File: src/rtl/branch_predictor.sv
// branch_predictor: direct-mapped BTB with 2-bit saturating counters and resolve statistics
module branch_predictor #(
   parameter int ENTRIES  = 16,
   parameter int IDX_NBIT = $clog2(ENTRIES)
) (
   input  logic        clk,
   input  logic        rst,
   input  logic [31:0] if_pc,
   output logic        pred_taken,
   output logic [31:0] pred_target,
   input  logic        upd_en,
   input  logic [31:0] upd_pc,
   input  logic        upd_is_branch,
   input  logic        upd_is_jump,
   input  logic        upd_taken,
   input  logic [31:0] upd_target,
   input  logic        upd_pred_taken,
   input  logic [31:0] upd_pred_target,
   output logic [31:0] stat_branches,
   output logic [31:0] stat_mispred
);
   localparam int TAG_NBIT = 30 - IDX_NBIT;
   logic [ENTRIES-1:0]  valid;
   logic [TAG_NBIT-1:0] tags    [ENTRIES];
   logic [31:0]         targets [ENTRIES];
   logic [1:0]          ctrs    [ENTRIES];
   logic [IDX_NBIT-1:0] if_idx, upd_idx;
   logic                upd_hit, qual, eff_taken, mispred, wr;
   logic [1:0]          cur_ctr, new_ctr;
   logic [31:0]         new_target;
   logic                unused;
   assign unused  = ^{if_pc[1:0], upd_pc[1:0]};
   assign if_idx  = if_pc[IDX_NBIT+1:2];
   assign upd_idx = upd_pc[IDX_NBIT+1:2];
   // fetch lookup: predict redirect only on a tag hit with a taken-leaning counter
   always_comb begin
      pred_taken  = valid[if_idx] && tags[if_idx] == if_pc[31:IDX_NBIT+2] && ctrs[if_idx][1];
      pred_target = pred_taken ? targets[if_idx] : if_pc + 32'd4;
   end
   // resolve-side decode: jumps dominate branches and are always taken
   always_comb begin
      upd_hit    = valid[upd_idx] && tags[upd_idx] == upd_pc[31:IDX_NBIT+2];
      qual       = upd_en && (upd_is_branch || upd_is_jump);
      eff_taken  = upd_is_jump || upd_taken;
      mispred    = (upd_pred_taken != eff_taken) || (eff_taken && upd_pred_target != upd_target);
      wr         = qual && (upd_is_jump || upd_hit || upd_taken);
      cur_ctr    = ctrs[upd_idx];
      new_ctr    = upd_is_jump ? 2'b11 :
                   !upd_hit    ? 2'b10 :
                   upd_taken   ? (cur_ctr == 2'b11 ? 2'b11 : cur_ctr + 2'd1) :
                                 (cur_ctr == 2'b00 ? 2'b00 : cur_ctr - 2'd1);
      new_target = eff_taken ? upd_target : targets[upd_idx];
   end
   // BTB entry write; a not-taken branch miss leaves the table untouched
   always_ff @(posedge clk or posedge rst) begin
      if (rst) begin
         valid <= '0;
         for (int i = 0; i < ENTRIES; i++) begin
            tags[i]    <= '0;
            targets[i] <= '0;
            ctrs[i]    <= 2'b00;
         end
      end else if (wr) begin
         valid[upd_idx]   <= 1'b1;
         tags[upd_idx]    <= upd_pc[31:IDX_NBIT+2];
         targets[upd_idx] <= new_target;
         ctrs[upd_idx]    <= new_ctr;
      end
   end
   // resolve statistics, wrapping modulo 2^32
   always_ff @(posedge clk or posedge rst) begin
      if (rst) begin
         stat_branches <= '0;
         stat_mispred  <= '0;
      end else if (qual) begin
         stat_branches <= stat_branches + 32'd1;
         stat_mispred  <= stat_mispred + {31'd0, mispred};
      end
   end
endmodule

File: config.mk
export PLATFORM = sky130hd
export DESIGN_NAME = branch_predictor
export DESIGN_NICKNAME = d
export VERILOG_FILES = /design/src/rtl/branch_predictor.sv
export SDC_FILE = /design/constraint.sdc
export NUM_CORES = 2
export LEC_CHECK = 0
export ABC_CLOCK_PERIOD_IN_PS = 88700
export CORE_ASPECT_RATIO = 0.8
export CORE_UTILIZATION = 25
export DETAILED_ROUTE_END_ITERATION = 16
export GPL_TIMING_DRIVEN = 0
export MAX_ROUTING_LAYER = met4
export PLACE_DENSITY_LB_ADDON = 0.12
export SLEW_MARGIN = 5
export SYNTH_ARGS = -nofsm -noshare
export SYNTH_HDL_FRONTEND = slang
export SYNTH_SLANG_ARGS = --single-unit
File: constraint.sdc
create_clock -name clk -period 88.7 [get_ports clk]
set_input_delay 17.74 -clock clk [delete_from_list [all_inputs] [get_ports clk]]
set_output_delay 17.74 -clock clk [all_outputs]
set_load 0.01 [all_outputs]
==> results.toml <==
[min_path]
hp-start = "stat_branches[31]"
hold_end = "stat_branches[31]"
hp-class = "register to register"
worst_hold_path.num_cells = 1

[die]
io_pins = 232
die_area_um2 = 228100
num_rows = 155
core_um2 = 224000
die_x_um = 533.7
initial_core_util_pct = 25.24
die_h_um = 427.4

[placed_design]
numPortBuffers = 213
dp_cells = 6942
hpwl_mm = 171.0
place.gp.congestion = 0.8995
place_ws_ns = 44.57

[power]
p_leak_nw = 27.77
p_sw_share_pct = 29.86
pwr-share-comb_pct = 23.3
vdd_drop_max_uv = 19.18
p_per_area_nw_per_um2 = 23.14
p_switching_mw = 0.4628
p_int_mw = 1.087
pwr-share-clk_pct = 34.1
total_power_mw = 1.550
pwr-share-seq_pct = 42.6

[global_route]
grt_overflow_total = 0
first_global_vias = 37710
grt_max_degree = 109
antenna_found_initial = 17
grt_use_total_pct = 21.87
grt_pass1_wl_mm = 333.7

[synthesis]
ys.flop_type = "dfrtp_1"
synth-adder-area-share_pct = 0.1283
ys_warn_count = 0
synth-edff-count = 0
synth_top_area_share_pct = 46.03
synth_cells = 3731
ys_ff_latch = 1040
synthMuxAreaShare_pct = 43.11
avgSynthCellArea_um2 = 15.16
syn_nets = 3871
synth_most_common_cell = "dfrtp_1"
synth_top_area_cell = "dfrtp_1"
async_flop_share_pct = 100.0
synth_area_um2 = 56540
yosysSeqAreaShare_pct = 46.03
synth-xor-area-share_pct = 2.726
synth_area_leaders = "dfrtp_1 46%, mux4_2 20%, mux2_2 18%, mux2_1 3.3%, mux2i_1 1.8%"
synth_top_family_by_area = "multiplexers"
synth_simple_gate_area_share_pct = 3.282
synth_cell_types = 66
synth-compound-area-share_pct = 1.741
synth_common_cells = "1040 x dfrtp_1, 886 x mux2_2, 512 x mux4_2, 166 x mux2_1, 162 x clkbuf_1"

[critical_path]
worst_setup_path_start_kind = "input pin"
r2r_start = "tags[394]"
critPathRequiredTime_ns = 70.96
crit_arrival_ns = 26.32
critPathKind = "input pin to output port"
crit_slowest_cell = "clkbuf_1"
cp_top_family = "buffers and inverters"
r2r_setup_slack_ns = 83.27
critPathMostFrequentCell = "clkbuf_1"
crit_fanout = 10
end_kind = "output port"
reg2reg_to = "tags[341]"
reg2regPathDepth = 10
crit_chain = "clkdlybuf4s50_1 -> clkbuf_1 -> clkbuf_1 -> clkbuf_1 -> clkbuf_1 -> clkbuf_2 -> a211oi_1 -> a21oi_1 -> xnor2_1 -> nand4_1 -> nor4_4 -> buf_8 -> buf_2 -> mux2i_1 -> clkdlybuf4s50_1"
cp_num_buf_inv = 9
max_stage_delay_ns = 1.07

[cts]
clk_path_buf_depth = 3
cts_tree = "built"
clk-insertion-delay-late_ns = 0.77
cts_max_level = 3
ctsHoldBuffers = 0
root_buffer = "clkbuf_16"
ctsResizeCount = 0
cts_buffers = 121
cts.sinks = 1040
postCtsSetupRepairBufs = 0
clkTransAtPathRegs_ns = 0.05

[final_layout]
num-fill-cells = 22390
drive_gt1_share_pct = 43.24
final_nets = 4222
syn2layout_area_growth_pct = 18.48
stdcell_count = 7175

[timing]
setup_slack_ns = 44.64
tightest_slew_ns = 1.440
finalSetupTns_ns = 0
slew_headroom_pct = 4.003
fin_skew_ns = 0.05782
finalHoldViolations = 0
setup_violations = 0
fmax_mhz = 22.70
fin_crit_sh_pct = 49.68
rsz0062_at_grt = "false"
fin_crit_ns = 44.06
slew_violations = 0

[drt]
wirelength_mm = 242.0
avgViaCountPerCell = 5.168
vias = 37080
first_pass_iters = 5
post_drt_wl_per_cell_um = 33.73
detail-route-antenna-nets = 0
drt_iter0_drc = 3049
drc = 0

[run]
drv_cap = 0

[outcome]
status = "finished clean"
[flip-flops by register name (all words and copies together) (netlist names)]
signal and count:
tags 416, stat_branches 32, targets 512, valid 16, ctrs 32, stat_mispred 32
[how the worst max path moves through the flow]
stage | startpoint | end | slack [ns] | cells past startpoint
3_3_place_gp | rst | tags[34] | 25.10 | 2
2_1_floorplan | rst | ctrs[0] | 41.69 | 1
6_report | if_pc[3] | pred_target[2] | 44.64 | 15
4_1_cts | if_pc[3] | pred_target[2] | 44.56 | 15
5_1_grt | if_pc[3] | pred_target[2] | 44.60 | 15
3_5_place_dp | if_pc[3] | pred_target[2] | 44.57 | 15
[per-layer routing]
layer | track usage [%] | up-vias | part of all wire (%)
met5 | - | - | 0
met4 | 4.869 | 0 | 2.3
met3 | 4.259 | 268 | 6.0
met2 | 30.88 | 1187 | 43
met1 | 32.00 | 20530 | 49
li1 | - | 15100 | -
[worst reg2reg max path, delay by kind of cell (launching register included)]
family | cells | cell delay, ns
buffers and inverters | 2 | 1.03
multiplexers | 3 | 1.38
AND/OR/NAND/NOR | 3 | 1.67
AO/OA/AOI/OAI | 1 | 0.26
XOR/XNOR | 1 | 0.53
flip-flops | 1 | 0.41
[power groups by stage]
stage	registers (mW)	logic, mW	clock network, mW
CTS	0.657	0.363	0.543
global placement	0.666	0.357	0
finish	0.660	0.361	0.529
floorplan	0.638	0.255	0
detailed placement	0.665	0.362	0
global route	0.674	0.384	0.561
[cell usage in the layout, fill, tap and decap left out, types with 12 or more instances in the layout]
cell	instances
inv_1	15
nand2_1	88
mux2i_1	100
and3_1	21
clkdlybuf4s50_1	213
nor2_1	49
dfrtp_1	1040
buf_6	21
buf_4	12
buf_1	25
clkinv_2	27
o22ai_1	18
clkbuf_1	177
xnor2_1	105
o21ai_0	12
clkbuf_16	125
mux2_2	886
or2_2	13
mux4_2	512
nor2b_1	26
a211oi_1	22
xor2_1	71
buf_2	121
nand2b_1	14
nand4_1	29
clkbuf_2	16
clkbuf_8	34
nand3_1	51
a21oi_1	28
mux2_1	166
[cells by family (layout without fill, tap and decap cells)]
family	after synthesis	after routing
multiplexers	1664	1664
AND/OR/NAND/NOR	341	341
buffers and inverters	362	815
AO/OA/AOI/OAI	142	142
flip-flops	1040	1040
other	0	8
adder cells (fa/ha/maj)	6	6
XOR/XNOR	176	176
[cell type report]
class                   instances  area, um^2  area share [%]
diodes                          8       20.02         0.02988
plain buffers                 345        1662           2.480
clock buffers                 185        3694           5.513
clock inverters                40       439.2          0.6555
inverters                      17       71.32          0.1065
multi-input cells            2329       28860           43.08
flip-flops and latches       1040       26030           38.85
well taps                    2983        3732           5.571
repair buffers                228        2491           3.719
[through the flow]
stage	util [%]	hold WS [ns]	cell area (um^2)
floorplan	-	0.4513	56540
global placement	27.86	0.4591	62410
detailed placement	28.05	0.4632	62830
CTS	29.89	0.4704	66960
global route	29.91	0.4946	66990
finish	29.91	0.4611	66990
Note: power is estimated with default switching activity, not from simulation.
